$ cat src/rtl/alert_pkg.sv
// Shared types, default frame counts and width helpers for the alert overlay sequencer.
package alert_pkg;

    typedef enum logic [1:0] {
        IDLE = 2'd0,
        ARM  = 2'd1,
        SHOW = 2'd2,
        GAP  = 2'd3
    } alert_state_t;

    localparam int DEF_NUM_REQ      = 4;
    localparam int DEF_SHOW_FRAMES  = 120;
    localparam int DEF_BLINK_FRAMES = 15;
    localparam int DEF_GAP_FRAMES   = 30;

    // Width of an alert index for n requesters (never below one bit).
    function automatic int ALERT_ID_W(input int n);
        return (n > 1) ? $clog2(n) : 1;
    endfunction

    // Frame counter width: enough bits for the largest frame count plus one.
    function automatic int cnt_width(input int a, input int b, input int c);
        int m;
        m = a;
        if (b > m) m = b;
        if (c > m) m = c;
        return $clog2(m) + 1;
    endfunction

endpackage

$ cat src/rtl/rr_arbiter.sv
// Combinational round-robin arbiter: searches pending requests starting one past the last grant.
module rr_arbiter
    import alert_pkg::*;
#(
    parameter int NUM_REQ = DEF_NUM_REQ
) (
    input  logic [NUM_REQ-1:0]              pend_i,
    input  logic [ALERT_ID_W(NUM_REQ)-1:0]  last_id_i,
    output logic [NUM_REQ-1:0]              gnt_onehot_o,
    output logic [ALERT_ID_W(NUM_REQ)-1:0]  gnt_idx_o,
    output logic                            gnt_valid_o
);

    localparam int IDW = ALERT_ID_W(NUM_REQ);
    localparam logic [IDW:0] N_W = (IDW+1)'(NUM_REQ);

    logic [IDW:0] cand_s;

    // Walk the requesters in rotated order and take the first pending one.
    always_comb begin
        gnt_onehot_o = {NUM_REQ{1'b0}};
        gnt_idx_o    = {IDW{1'b0}};
        gnt_valid_o  = 1'b0;
        cand_s       = {(IDW+1){1'b0}};
        for (int k = 1; k <= NUM_REQ; k++) begin
            cand_s = {1'b0, last_id_i} + (IDW+1)'(k);
            if (cand_s >= N_W) begin
                cand_s = cand_s - N_W;
            end else begin
                cand_s = cand_s;
            end
            if (!gnt_valid_o && pend_i[cand_s[IDW-1:0]]) begin
                gnt_valid_o                     = 1'b1;
                gnt_idx_o                       = cand_s[IDW-1:0];
                gnt_onehot_o[cand_s[IDW-1:0]]   = 1'b1;
            end else begin
                gnt_valid_o = gnt_valid_o;
            end
        end
    end

endmodule

$ cat src/rtl/alert_sequencer.sv
// Frame-synchronous alert overlay sequencer: queues requests, grants round-robin,
// shows each alert for a fixed number of frames with blinking, then enforces a gap.
module alert_sequencer
    import alert_pkg::*;
#(
    parameter int NUM_REQ      = DEF_NUM_REQ,
    parameter int SHOW_FRAMES  = DEF_SHOW_FRAMES,
    parameter int BLINK_FRAMES = DEF_BLINK_FRAMES,
    parameter int GAP_FRAMES   = DEF_GAP_FRAMES
) (
    input  logic                            vga_clk,
    input  logic                            Reset,
    input  logic [9:0]                      DrawX,
    input  logic [9:0]                      DrawY,
    input  logic [NUM_REQ-1:0]              alert_req,
    input  logic                            dismiss,
    output logic [NUM_REQ-1:0]              alert_ack,
    output logic [ALERT_ID_W(NUM_REQ)-1:0]  alert_id,
    output logic                            alert_on,
    output logic                            busy
);

    localparam int IDW   = ALERT_ID_W(NUM_REQ);
    localparam int CNT_W = cnt_width(SHOW_FRAMES, BLINK_FRAMES, GAP_FRAMES);
    localparam logic [CNT_W-1:0] CNT_ZERO   = {CNT_W{1'b0}};
    localparam logic [CNT_W-1:0] CNT_ONE    = CNT_W'(1);
    localparam logic [CNT_W-1:0] SHOW_LOAD  = CNT_W'(SHOW_FRAMES - 1);
    localparam logic [CNT_W-1:0] BLINK_LOAD = CNT_W'(BLINK_FRAMES - 1);
    localparam logic [CNT_W-1:0] GAP_LOAD   = CNT_W'((GAP_FRAMES > 0) ? GAP_FRAMES - 1 : 0);
    localparam logic             HAS_GAP    = (GAP_FRAMES > 0);
    localparam logic [IDW-1:0]   LAST_RST   = IDW'(NUM_REQ - 1);

    alert_state_t         state_q, state_d;
    logic [NUM_REQ-1:0]   pend_q, pend_d, clr_s;
    logic [NUM_REQ-1:0]   ack_q, ack_d;
    logic [IDW-1:0]       alert_id_q, alert_id_d;
    logic [IDW-1:0]       last_id_q, last_id_d;
    logic [CNT_W-1:0]     frame_cnt_q, frame_cnt_d;
    logic [CNT_W-1:0]     blink_cnt_q, blink_cnt_d;
    logic [CNT_W-1:0]     gap_cnt_q, gap_cnt_d;
    logic                 phase_q, phase_d;
    logic                 dismiss_q, dismiss_d;
    logic                 alert_on_q, alert_on_d;
    logic                 busy_q, busy_d;
    logic                 origin_q;
    logic                 origin_s, ftick_s;
    logic [NUM_REQ-1:0]   gnt_onehot_s;
    logic [IDW-1:0]       gnt_idx_s;
    logic                 gnt_valid_s;

    // Frame tick: first cycle at the scan origin; holding the position cannot re-fire it.
    assign origin_s = (DrawX == 10'd0) && (DrawY == 10'd0);
    assign ftick_s  = origin_s && !origin_q;

    rr_arbiter #(
        .NUM_REQ (NUM_REQ)
    ) u_arb (
        .pend_i       (pend_q),
        .last_id_i    (last_id_q),
        .gnt_onehot_o (gnt_onehot_s),
        .gnt_idx_o    (gnt_idx_s),
        .gnt_valid_o  (gnt_valid_s)
    );

    // State register.
    always_ff @(posedge vga_clk) begin
        if (Reset) begin
            state_q <= IDLE;
        end else begin
            state_q <= state_d;
        end
    end

    // Next-state logic: grants leave IDLE, every other transition waits for a frame tick.
    always_comb begin
        state_d = state_q;
        case (state_q)
            IDLE: begin
                if (gnt_valid_s) state_d = ARM;
                else             state_d = IDLE;
            end
            ARM: begin
                if (ftick_s) state_d = SHOW;
                else         state_d = ARM;
            end
            SHOW: begin
                if (ftick_s && ((frame_cnt_q == CNT_ZERO) || dismiss_q)) begin
                    state_d = HAS_GAP ? GAP : IDLE;
                end else begin
                    state_d = SHOW;
                end
            end
            GAP: begin
                if (ftick_s && (gap_cnt_q == CNT_ZERO)) state_d = IDLE;
                else                                    state_d = GAP;
            end
            default: state_d = IDLE;
        endcase
    end

    // Datapath and output next values: pending queue, grant latch, frame/blink/gap counters.
    always_comb begin
        ack_d       = {NUM_REQ{1'b0}};
        clr_s       = {NUM_REQ{1'b0}};
        alert_id_d  = alert_id_q;
        last_id_d   = last_id_q;
        frame_cnt_d = frame_cnt_q;
        blink_cnt_d = blink_cnt_q;
        gap_cnt_d   = gap_cnt_q;
        phase_d     = phase_q;

        if ((state_q == IDLE) && gnt_valid_s) begin
            ack_d      = gnt_onehot_s;
            clr_s      = gnt_onehot_s;
            alert_id_d = gnt_idx_s;
            last_id_d  = gnt_idx_s;
        end else begin
            ack_d      = {NUM_REQ{1'b0}};
        end

        // A new request in the grant cycle wins over the clear.
        pend_d = (pend_q & ~clr_s) | alert_req;

        case (state_q)
            ARM: begin
                if (ftick_s) begin
                    frame_cnt_d = SHOW_LOAD;
                    blink_cnt_d = BLINK_LOAD;
                    phase_d     = 1'b1;
                end else begin
                    phase_d     = phase_q;
                end
            end
            SHOW: begin
                if (ftick_s) begin
                    if (state_d == SHOW) begin
                        frame_cnt_d = frame_cnt_q - CNT_ONE;
                    end else begin
                        gap_cnt_d   = GAP_LOAD;
                    end
                    if (blink_cnt_q == CNT_ZERO) begin
                        blink_cnt_d = BLINK_LOAD;
                        phase_d     = ~phase_q;
                    end else begin
                        blink_cnt_d = blink_cnt_q - CNT_ONE;
                    end
                end else begin
                    phase_d = phase_q;
                end
            end
            GAP: begin
                if (ftick_s && (gap_cnt_q != CNT_ZERO)) begin
                    gap_cnt_d = gap_cnt_q - CNT_ONE;
                end else begin
                    gap_cnt_d = gap_cnt_q;
                end
            end
            default: phase_d = phase_q;
        endcase

        // Dismiss is only remembered while an alert is being shown.
        if ((state_q == SHOW) && (state_d == SHOW)) begin
            dismiss_d = dismiss_q | dismiss;
        end else begin
            dismiss_d = 1'b0;
        end

        alert_on_d = (state_d == SHOW) && phase_d;
        busy_d     = (state_d != IDLE);
    end

    // Datapath and registered-output flops.
    always_ff @(posedge vga_clk) begin
        if (Reset) begin
            pend_q      <= {NUM_REQ{1'b0}};
            ack_q       <= {NUM_REQ{1'b0}};
            alert_id_q  <= {IDW{1'b0}};
            last_id_q   <= LAST_RST;
            frame_cnt_q <= CNT_ZERO;
            blink_cnt_q <= CNT_ZERO;
            gap_cnt_q   <= CNT_ZERO;
            phase_q     <= 1'b0;
            dismiss_q   <= 1'b0;
            alert_on_q  <= 1'b0;
            busy_q      <= 1'b0;
            origin_q    <= 1'b0;
        end else begin
            pend_q      <= pend_d;
            ack_q       <= ack_d;
            alert_id_q  <= alert_id_d;
            last_id_q   <= last_id_d;
            frame_cnt_q <= frame_cnt_d;
            blink_cnt_q <= blink_cnt_d;
            gap_cnt_q   <= gap_cnt_d;
            phase_q     <= phase_d;
            dismiss_q   <= dismiss_d;
            alert_on_q  <= alert_on_d;
            busy_q      <= busy_d;
            origin_q    <= origin_s;
        end
    end

    assign alert_ack = ack_q;
    assign alert_id  = alert_id_q;
    assign alert_on  = alert_on_q;
    assign busy      = busy_q;

endmodule

$ cat config.mk
export PLATFORM = sky130hd
export DESIGN_NAME = alert_sequencer
export DESIGN_NICKNAME = d
export VERILOG_FILES = /design/src/rtl/alert_pkg.sv /design/src/rtl/rr_arbiter.sv /design/src/rtl/alert_sequencer.sv
export SDC_FILE = /design/constraint.sdc
export NUM_CORES = 1
export LEC_CHECK = 0
export ABC_AREA = 1
export CAP_MARGIN = 20
export CORE_MARGIN = 2
export CORE_UTILIZATION = 30
export DETAILED_ROUTE_END_ITERATION = 16
export SLEW_MARGIN = 30
export SYNTH_ARGS = -nofsm -noshare
export SYNTH_HDL_FRONTEND = slang
export SYNTH_SLANG_ARGS = --single-unit
$ cat constraint.sdc
create_clock -name vga_clk -period 2.2 [get_ports vga_clk]
set_input_delay 0.33 -clock vga_clk [delete_from_list [all_inputs] [get_ports vga_clk]]
set_output_delay 0.33 -clock vga_clk [all_outputs]
set_load 0.1 [all_outputs]
==> qor.csv, run 1 <==
stage;metric;value;unit
die;initial_core_util;30.4;%
clocking;path_clk_slew;0.08;ns
sta;post-route-period-util;81.1;%
critical_path;path_max_fanout;10;
finish;syn_to_final_growth;19.2;%
critical_path;slowest_stage;clkdlybuf4s50_1;
sta;tightestPinTransition;0.429;ns
finish;diodes;0;
critical_path;crit_path_frequent_cell;nor2_1;
grt;grt_max_degree;27;
critical_path;worstPathArrival;1.98;ns
clocking;cts_max_level;2;
detailed_routing;antenna_left;0;
place;dp_slack;0.107;ns
yosys;synth_edf_count;0;
yosys;ys_ff_latch;43;
sta;rsz0062_at_grt;no;
yosys;netlist_instances;396;
worst_hold_path;hold_path.class;reg2reg;
yosys;ys_seq_area_share;31.1;%
yosys;yosys-top-cells-area;dfxtp_1, nand2_1, ha_1;
critical_path;r2r-end;pend_q[1]$_SDFF_PP0_;
status;status;completed;
critical_path;critPathTopFamily;simple AND/OR/NAND/NOR gates;
clocking;cts_resized;0;
sta;finClkSkew;0.00761;ns
power_and_ir_drop;p_int;1.51;mW
finish;layout_commonest_cell;nand2_1;
critical_path;required;2.39;ns
power_and_ir_drop;p_switching;1.26;mW
critical_path;r2r_setup_slack;0.42;ns
yosys;synth.distinct_cells;46;
sta;max_freq;561;MHz
detailed_routing;vias_per_cell;4.61;
power_and_ir_drop;swShare;45.5;%
die;row_count;35;
clocking;clk_latency;0.29;ns
sta;min_period;1.78;ns
detailed_routing;wl_met1;2.73;mm
power_and_ir_drop;seqPwrFrac;32.5;%
critical_path;path_buf_inv;3;
detailed_routing;route.met3.wl;211;um
power_and_ir_drop;power;2.76;mW
detailed_routing;drt_iter0_drc;117;
worst_hold_path;hold_depth;2;
detailed_routing;dr.pass1.iters;4;
power_and_ir_drop;power_density;839;nW/um2
critical_path;crit_chain;clkdlybuf4s50_1 -> nor2_1 -> nand2_1 -> nor2_4 -> inv_1 -> nor2_2 -> nand3_1 -> nand2_2 -> nand4_2 -> nand2_4 -> inv_2 -> nor2_1 -> nor2_1;
finish;multi_input_area;1650;um2
finish;seq_area;861;um2
place;dpl_cell_area;3210;um2
yosys;netlist_area;2770;um2
critical_path;r2r-start;last_id_q[0]$_SDFFE_PP1P_;
die;io_pins;35;
sta;slew_headroom;71.0;%
clocking;cts_made_buffers;5;
yosys;synth_area_leader_cell;dfxtp_1;
clocking;clock_path_buffers;2;
detailed_routing;finalWirelength;5.87;mm
yosys;synth_top_cell_area_share;31.1;%
flow_run;cap_violations;0;
detailed_routing;wl_per_cell;10.7;um
sta;final_hold_viol_count;0;
place;dp.cells;540;
finish;stdcell_area;3300;um2
die;die_y;100;um
power_and_ir_drop;clkPwrFrac;17.6;%
critical_path;cp_slowest_stage_delay;0.41;ns
sta;setup_viol;0;
grt;grt_overflow;0;
detailed_routing;top_layer;met4;
clocking;cts-hold-fix-buffers;0;
sta;setup-tns-final;0;ns
yosys;syn_nets;442;
finish;finish.utilization;36.2;%
finish;finalNetCount;482;
detailed_routing;drcViolationCount;0;
grt;antenna_found_initial;0;
finish;mostFrequentLayoutCells;nand2_1, nor2_1, inv_1;
critical_path;cp.depth;13;
sta;setup_ws;0.416;ns
die;die-area;10000;um2
worst_hold_path;min_to;alert_id[0]$_SDFFE_PP0P_;
place;hpwl;4.60;mm
yosys;yosys_most_used_dff;dfxtp_1;
place;io_buffers;34;
finish;fillers;943;
finish;drive_above_1_share;13.0;%
power_and_ir_drop;p_comb_share;49.9;%
sta;fin_hold_ws;0.469;ns
clocking;cts_tree;done;
clocking;cts-root-buf;clkbuf_8;
critical_path;cp-end-kind;flip-flop;
worst_hold_path;hold_start;alert_id[0]$_SDFFE_PP0P_;
finish;final_cells;548;
place;place.gp.congestion;0.791;
die;die_w;100;um
yosys;avgSynthCellArea;6.98;um2
grt;grt_pass1_vias;2516;
grt;grt_usage;12.5;%
power_and_ir_drop;ir_drop;644;uV
sta;maxSlewViolCount;0;
power_and_ir_drop;p_leak;1.42;nW
clocking;postCtsSetupRepairBufs;0;
die;core;9110;um2
yosys;ys_warn_count;0;
yosys;synthArstFlopShare;0;%
clocking;clock_sink_count;43;
critical_path;start_kind;input port;
detailed_routing;wl_met2;2.89;mm
critical_path;reg2reg_depth;15;
critical_path;critical_path_class;in2reg;
detailed_routing;vias;2527;
grt;grt_pass1_wl;10.4;mm
-- per-layer routing --
| metal | vias up | GRT usage [%] |
|---|---|---|
| met4 | 0 | 3.16 |
| met1 | 1141 | 14.6 |
| met2 | 37 | 23.1 |
| met3 | 5 | 2.92 |
| li1 | 1344 | - |
| met5 | - | 0 |
-- power groups by stage --
| stage | combinational, mW | clock (mW) | sequential [mW] |
|---|---|---|---|
| CTS | 1.39 | 0.514 | 0.900 |
| finish | 1.38 | 0.487 | 0.898 |
| global route | 1.51 | 0.549 | 0.907 |
| global placement | 1.37 | 0 | 0.914 |
| detailed placement | 1.38 | 0 | 0.917 |
| floorplan | 0.775 | 0 | 1.22 |
-- how the worst max path moves through the flow --
stage | start | to
after global placement | DrawY[3] | gap_cnt_q[5]$_SDFFE_PP0P_
after global routing | DrawY[4] | gap_cnt_q[1]$_SDFFE_PP0P_
after CTS | DrawX[7] | gap_cnt_q[0]$_SDFFE_PP0P_
final | DrawX[7] | gap_cnt_q[0]$_SDFFE_PP0P_
after detailed placement | DrawX[7] | gap_cnt_q[0]$_SDFFE_PP0P_
after floorplan | last_id_q[1]$_SDFFE_PP1P_ | pend_q[1]$_SDFF_PP0_
-- logic make-up after synthesis --
kind of cell,count (synthesis),share of synthesized area (%)
AND/OR/NAND/NOR,210,35.8
AO/OA/AOI/OAI,60,13.5
XOR/XNOR,5,1.58
buffers and inverters,59,9.37
flip-flops,43,31.1
adder cells (fa/ha/maj),19,8.60
-- state kept, by name (all words and copies together), names as in the netlist --
signal       count
blink_cnt_q      8
frame_cnt_q      8
gap_cnt_q        8
alert_ack        4
pend_q           4
alert_id         2
last_id_q        2
state_q          2
alert_on         1
busy             1
dismiss_q        1
origin_q         1
phase_q          1
-- tightest hold or removal path, stage by stage (launching register included) --
cell and delay [ns]:
dfxtp_1 0.31, nand2_1 0.06, a21oi_1 0.05
-- Yosys cell counts (2+ instances only) --
cell / instances
nand3_1: 25
nand4_1: 5
xnor2_1: 2
nor3_1: 6
dfxtp_1: 43
nor2_4: 2
nand2_2: 7
clkbuf_1: 2
a31oi_1: 4
inv_1: 45
ha_1: 19
o21ai_1: 6
xor2_1: 3
o21ai_0: 12
nand2_4: 5
inv_4: 3
a21oi_1: 24
a21boi_1: 2
nor3b_1: 2
o21ai_4: 2
inv_2: 3
nand2_1: 84
nand3_2: 2
a21oi_2: 4
nor2_1: 63
-- cell type report --
type | count | share of cell area (%)
multi-input combinational | 294 | 49.9
sequential | 43 | 26.1
timing repair buffer | 40 | 11.1
inverter | 52 | 6.19
tap | 111 | 4.21
clock buffer | 7 | 2.32
clock inverter | 1 | 0.152
No activity file was read; power rests on OpenSTA's default activity.
==> inputs of run 2 (changes only) <==
clock period = 1.6 ns   (was 2.2 ns; I/O delays follow)
==> qor.csv, run 2 (synthesized netlist as in run 1, its figures left out) <==
stage;metric;value;unit;change
power_and_ir_drop;seqPwrFrac;27.7;%;was 32.5%
power_and_ir_drop;swShare;43.0;%;was 45.5%
power_and_ir_drop;p_int;2.67;mW;was 1.51 mW
clocking;clk_latency;0.30;ns;was 0.29 ns
clocking;cts-root-buf;clkbuf_8;;unchanged
sta;setup_ws;-0.0686;ns;was 0.416 ns
die;core;9110;um2;unchanged
sta;final_hold_viol_count;0;;unchanged
critical_path;required;1.83;ns;was 2.39 ns
status;violations;setup timing;;
status;status;complete, but fails checks;;was completed
die;die_y;100;um;unchanged
detailed_routing;wl_per_cell;12.3;um;was 10.7 um
clocking;clock_path_buffers;2;;unchanged
critical_path;path_max_fanout;8;;was 10
critical_path;path_buf_inv;1;;was 3
critical_path;worstPathArrival;1.90;ns;was 1.98 ns
sta;setup-tns-final;-0.786;ns;was 0 ns
power_and_ir_drop;p_comb_share;52.9;%;was 49.9%
power_and_ir_drop;power_density;1120;nW/um2;was 839 nW/um2
die;io_pins;35;;unchanged
clocking;cts_tree;done;;unchanged
worst_hold_path;hold_path.class;reg2reg;;unchanged
critical_path;critPathTopFamily;simple AND/OR/NAND/NOR gates;;unchanged
sta;tightestPinTransition;0.401;ns;was 0.429 ns
power_and_ir_drop;clkPwrFrac;19.4;%;was 17.6%
detailed_routing;dr.pass1.iters;4;;unchanged
finish;mostFrequentLayoutCells;nand2_1, nor2_1, buf_4;;was nand2_1, nor2_1, inv_1
place;dpl_cell_area;3530;um2;was 3210 um2
finish;syn_to_final_growth;50.5;%;was 19.2%
sta;min_period;1.67;ns;
detailed_routing;vias_per_cell;4.62;;was 4.61
critical_path;cp_slowest_stage_delay;0.34;ns;was 0.41 ns
power_and_ir_drop;p_switching;2.01;mW;was 1.26 mW
critical_path;cp-end-kind;flip-flop;;unchanged
detailed_routing;antenna_left;0;;unchanged
die;die_w;100;um;unchanged
power_and_ir_drop;ir_drop;1100;uV;was 644 uV
finish;stdcell_area;4160;um2;was 3300 um2
finish;diodes;0;;unchanged
die;die-area;10000;um2;unchanged
detailed_routing;finalWirelength;7.32;mm;was 5.87 mm
place;dp.cells;563;;was 540
grt;grt_overflow;0;;unchanged
clocking;clock_sink_count;43;;unchanged
grt;grt_pass1_vias;2728;;was 2516
finish;drive_above_1_share;37.1;%;was 13.0%
sta;finClkSkew;0.00517;ns;was 0.00761 ns
sta;maxSlewViolCount;0;;unchanged
clocking;cts_made_buffers;5;;unchanged
sta;setup_viol;23;;was 0
place;place.gp.congestion;0.899;;was 0.791
power_and_ir_drop;p_leak;1.78;nW;was 1.42 nW
grt;antenna_found_initial;0;;unchanged
finish;final_cells;593;;was 548
clocking;path_clk_slew;0.09;ns;was 0.08 ns
sta;slew_headroom;72.9;%;was 71.0%
detailed_routing;drcViolationCount;0;;unchanged
place;io_buffers;34;;unchanged
sta;max_freq;599;MHz;
finish;largestRegisters;blink_cnt_q x8, frame_cnt_q x8, gap_cnt_q x8;;unchanged
sta;rsz0062_at_grt;yes;;was no
critical_path;slowest_stage;dfxtp_2;;was clkdlybuf4s50_1
detailed_routing;drt_iter0_drc;66;;was 117
grt;grt_usage;14.4;%;was 12.5%
sta;post-route-period-util;104;%;
power_and_ir_drop;power;4.68;mW;was 2.76 mW
critical_path;crit_chain;inv_4 -> ha_4 -> nand4_1 -> nand2_1 -> nand4_1 -> nand3_4 -> nand2_8 -> nand2_8 -> nand2_1 -> a21oi_1;;was clkdlybuf4s50_1 -> nor2_1 -> nand2_1 -> nor2_4 -> inv_1 -> nor2_2 -> nand3_1 -> nand2_2 -> nand4_2 -> nand2_4 -> inv_2 -> nor2_1 -> nor2_1
finish;layout_commonest_cell;nand2_1;;unchanged
flow_run;cap_violations;0;;unchanged
clocking;cts-hold-fix-buffers;0;;unchanged
sta;fin_hold_ws;0.469;ns;about the same
place;hpwl;5.01;mm;was 4.60 mm
clocking;cts_max_level;2;;unchanged
grt;grt_max_degree;27;;unchanged
critical_path;critical_path_class;reg2reg;;was in2reg
die;initial_core_util;30.4;%;unchanged
critical_path;start_kind;flip-flop;;was input port
finish;finalNetCount;527;;was 482
die;row_count;35;;unchanged
detailed_routing;vias;2737;;was 2527
grt;grt_pass1_wl;11.9;mm;was 10.4 mm
-- run 2: final cells by class --
type | count | area (um2)
tap | 111 | 139
clock buffer | 6 | 82.6
fill | 889 | 4950
multi-input combinational | 296 | 2000
sequential | 43 | 877
clock inverter | 2 | 35.0
inverter | 52 | 216
timing repair buffer | 83 | 817
-- run 2: what timing repair did --
action / CTS / global route
endpoints found under the setup margin: 36 / 41
gates resized for setup: 59 / 69
gates cloned: 2 / 0
setup buffers: 16 / 5
pin swaps: 45 / 29
-- run 2: worst paths after layout --
path / start / end / slack (ns) / depth (start not counted)
setup / recovery: frame_cnt_q[1]$_SDFFE_PP0P_ / frame_cnt_q[2]$_SDFFE_PP0P_ / -0.07 / 10
hold / removal: blink_cnt_q[0]$_SDFFE_PP0P_ / blink_cnt_q[0]$_SDFFE_PP0P_ / 0.47 / 2
setup reg to reg: frame_cnt_q[1]$_SDFFE_PP0P_ / frame_cnt_q[2]$_SDFFE_PP0P_ / -0.07 / 10
hold reg to reg: blink_cnt_q[0]$_SDFFE_PP0P_ / blink_cnt_q[0]$_SDFFE_PP0P_ / 0.47 / 2
-- run 2: power groups by stage --
stage | Clock [mW] | Combinational, mW | Sequential [mW]
floorplan | 0 | 1.13 | 1.69
detailed placement | 0 | 2.23 | 1.31
finish | 0.907 | 2.47 | 1.30
global route | 0.960 | 2.69 | 1.32
CTS | 0.921 | 2.36 | 1.30
global placement | 0 | 2.21 | 1.31
-- run 2: metrics by stage --
| step | setup slack, ns | utilization (%) |
|---|---|---|
| floorplan | -0.0344 | - |
| global placement | -0.434 | 38.8 |
| finish | -0.0686 | 45.7 |
| CTS | -0.0276 | 42.6 |
| detailed placement | -0.485 | 38.8 |
| global route | -0.214 | 45.7 |
-- run 2: metal layers --
layer | track usage (%) | up-vias | share of wire (%)
met5 | 0 | - | 0
met4 | 4.00 | 0 | 1.2
met3 | 3.13 | 8 | 4.3
met2 | 26.2 | 52 | 51
met1 | 16.9 | 1238 | 43
li1 | - | 1439 | -
-- run 2: worst reg2reg max path: cells and delay by family, from the launching register on --
| kind | cells | cell delay, ns |
|---|---|---|
| AND/OR/NAND/NOR | 7 | 0.94 |
| flip-flops | 1 | 0.34 |
| AO/OA/AOI/OAI | 1 | 0.13 |
| adder cells (fa/ha/maj) | 1 | 0.12 |
| buffers and inverters | 1 | 0.07 |
==> inputs of run 3 (changes only) <==
CORE_ASPECT_RATIO = 0.7   (was not set)
RECOVER_POWER = 100   (was not set)
==> qor.csv, run 3 (synthesized netlist as in run 1, its figures left out) <==
stage;metric;value;unit;change
detailed_routing;drt_iter0_drc;155;;was 66
critical_path;path_max_fanout;5;;was 8
clocking;clk_latency;0.29;ns;was 0.30 ns
status;violations;setup timing;;unchanged
power_and_ir_drop;swShare;43.8;%;was 43.0%
place;io_buffers;34;;unchanged
finish;finalNetCount;544;;was 527
finish;mostFrequentLayoutCells;buf_4, nand2_1, nor2_1;;was nand2_1, nor2_1, buf_4
die;die-area;10000;um2;about the same
finish;fillers;864;;was 889
clocking;cts-hold-fix-buffers;0;;unchanged
detailed_routing;dr.pass1.iters;4;;unchanged
power_and_ir_drop;p_switching;2.20;mW;was 2.01 mW
die;die_w;119;um;was 100 um
finish;syn_to_final_growth;57.8;%;was 50.5%
critical_path;cp-end-kind;flip-flop;;unchanged
power_and_ir_drop;p_int;2.82;mW;was 2.67 mW
finish;drive_above_1_share;45.5;%;was 37.1%
power_and_ir_drop;ir_drop;913;uV;was 1100 uV
critical_path;worstPathArrival;1.94;ns;was 1.90 ns
sta;rsz0062_at_grt;yes;;unchanged
sta;finClkSkew;0.00677;ns;was 0.00517 ns
die;core;9000;um2;was 9110 um2
sta;setup_ws;-0.148;ns;was -0.0686 ns
die;io_pins;35;;unchanged
sta;post-route-period-util;109;%;was 104%
finish;diodes;0;;unchanged
sta;setup_viol;31;;was 23
place;dpl_cell_area;3620;um2;was 3530 um2
place;dp.cells;585;;was 563
detailed_routing;antenna_left;0;;unchanged
clocking;clock_sink_count;43;;unchanged
grt;antenna_found_initial;0;;unchanged
critical_path;critical_path_class;reg2reg;;unchanged
sta;min_period;1.75;ns;was 1.67 ns
power_and_ir_drop;p_comb_share;54.4;%;was 52.9%
grt;grt_usage;14.8;%;was 14.4%
clocking;cts-root-buf;clkbuf_16;;was clkbuf_8
finish;layout_commonest_cell;buf_4;;was nand2_1
sta;final_hold_viol_count;0;;unchanged
die;row_count;29;;was 35
detailed_routing;vias_per_cell;4.75;;was 4.62
power_and_ir_drop;seqPwrFrac;25.2;%;was 27.7%
critical_path;required;1.79;ns;was 1.83 ns
power_and_ir_drop;p_leak;1.85;nW;was 1.78 nW
clocking;cts_made_buffers;5;;unchanged
sta;tightestPinTransition;0.565;ns;was 0.401 ns
die;die_y;84.3;um;was 100 um
power_and_ir_drop;clkPwrFrac;20.4;%;was 19.4%
detailed_routing;vias;2960;;was 2737
flow_run;cap_violations;0;;unchanged
sta;max_freq;572;MHz;was 599 MHz
detailed_routing;finalWirelength;8.39;mm;was 7.32 mm
status;status;complete, but fails checks;;unchanged
grt;grt_overflow;0;;unchanged
clocking;clock_path_buffers;2;;unchanged
place;place.gp.congestion;0.865;;was 0.899
grt;grt_pass1_wl;12.2;mm;was 11.9 mm
clocking;cts_max_level;2;;unchanged
sta;slew_headroom;62.5;%;was 72.9%
critical_path;start_kind;flip-flop;;unchanged
detailed_routing;drcViolationCount;0;;unchanged
clocking;cts_tree;done;;unchanged
die;initial_core_util;30.7;%;was 30.4%
grt;grt_max_degree;22;;was 27
sta;maxSlewViolCount;0;;unchanged
detailed_routing;wl_per_cell;13.5;um;was 12.3 um
place;hpwl;5.09;mm;was 5.01 mm
worst_hold_path;hold_path.class;reg2reg;;unchanged
finish;stdcell_area;4360;um2;was 4160 um2
finish;final_cells;623;;was 593
clocking;path_clk_slew;0.06;ns;was 0.09 ns
power_and_ir_drop;power_density;1150;nW/um2;was 1120 nW/um2
finish;largestRegisters;blink_cnt_q x8, frame_cnt_q x8, gap_cnt_q x8;;unchanged
grt;grt_pass1_vias;2622;;was 2728
-- run 3: layout make-up --
cell class,count,area [um2],share of cell area [%]
Tap cell,124,155,3.56
Clock inverter,2,12.5,0.287
Sequential cell,43,883,20.2
Timing Repair Buffer,100,832,19.1
Inverter,52,224,5.13
Multi-Input combinational cell,296,2130,48.8
Clock buffer,6,129,2.95
-- run 3: per-layer routing --
layer | track usage, % | wire (um) | vias to the layer above
met5 | 0 | 0 | -
met3 | 3.80 | 476 | 13
li1 | - | - | 1490
met4 | 4.65 | 128 | 0
met1 | 20.2 | 3820 | 1369
met2 | 23.0 | 3960 | 88
-- run 3: critical path, stage by stage, from the launching register on --
cell and delay (ns):
dfxtp_4 0.40, inv_6 0.05, ha_4 0.28, inv_4 0.05
nand3_2 0.05, o21ai_1 0.08, nor2_2 0.14, nand2_1 0.10
inv_2 0.14, nand2_1 0.08, nand3_2 0.08, nand2_2 0.06
nand2_1 0.09, a21oi_2 0.05
-- run 3: power by group through the flow --
stage	Combinational [mW]	Sequential [mW]	Clock, mW
after CTS	2.56	1.30	1.04
after global placement	2.28	1.32	0
after floorplan	1.13	1.69	0
after detailed placement	2.32	1.32	0
final	2.73	1.27	1.02
after global routing	2.94	1.28	1.09
-- run 3: timing repair --
action,in CTS,in global routing
pin swaps,47,56
setup endpoints to repair,36,41
gates resized for setup,51,126
endpoints found under the hold margin,0,0
gates cloned,2,0
buffers inserted,14,15
-- run 3: stage by stage --
stage | hold WS [ns] | setup slack, ns | utilization, % | power (mW) | setup TNS [ns]
detailed placement | 0.456 | -0.455 | 40.2 | 3.63 | -11.28
global placement | 0.456 | -0.420 | 40.2 | 3.60 | -10.54
floorplan | 0.374 | -0.0344 | - | 2.82 | -0.126
global route | 0.484 | -0.253 | 48.5 | 5.31 | -5.73
CTS | 0.465 | -0.0424 | 44.0 | 4.91 | -0.218
finish | 0.464 | -0.148 | 48.5 | 5.03 | -1.85
-- run 3: worst paths after layout --
check | from | endpoint | slack, ns | depth (start not counted)
hold / removal | blink_cnt_q[0]$_SDFFE_PP0P_ | blink_cnt_q[0]$_SDFFE_PP0P_ | 0.46 | 2
hold reg to reg | blink_cnt_q[0]$_SDFFE_PP0P_ | blink_cnt_q[0]$_SDFFE_PP0P_ | 0.46 | 2
setup / recovery | last_id_q[0]$_SDFFE_PP1P_ | pend_q[2]$_SDFF_PP0_ | -0.15 | 13
setup reg to reg | last_id_q[0]$_SDFFE_PP1P_ | pend_q[2]$_SDFF_PP0_ | -0.15 | 13
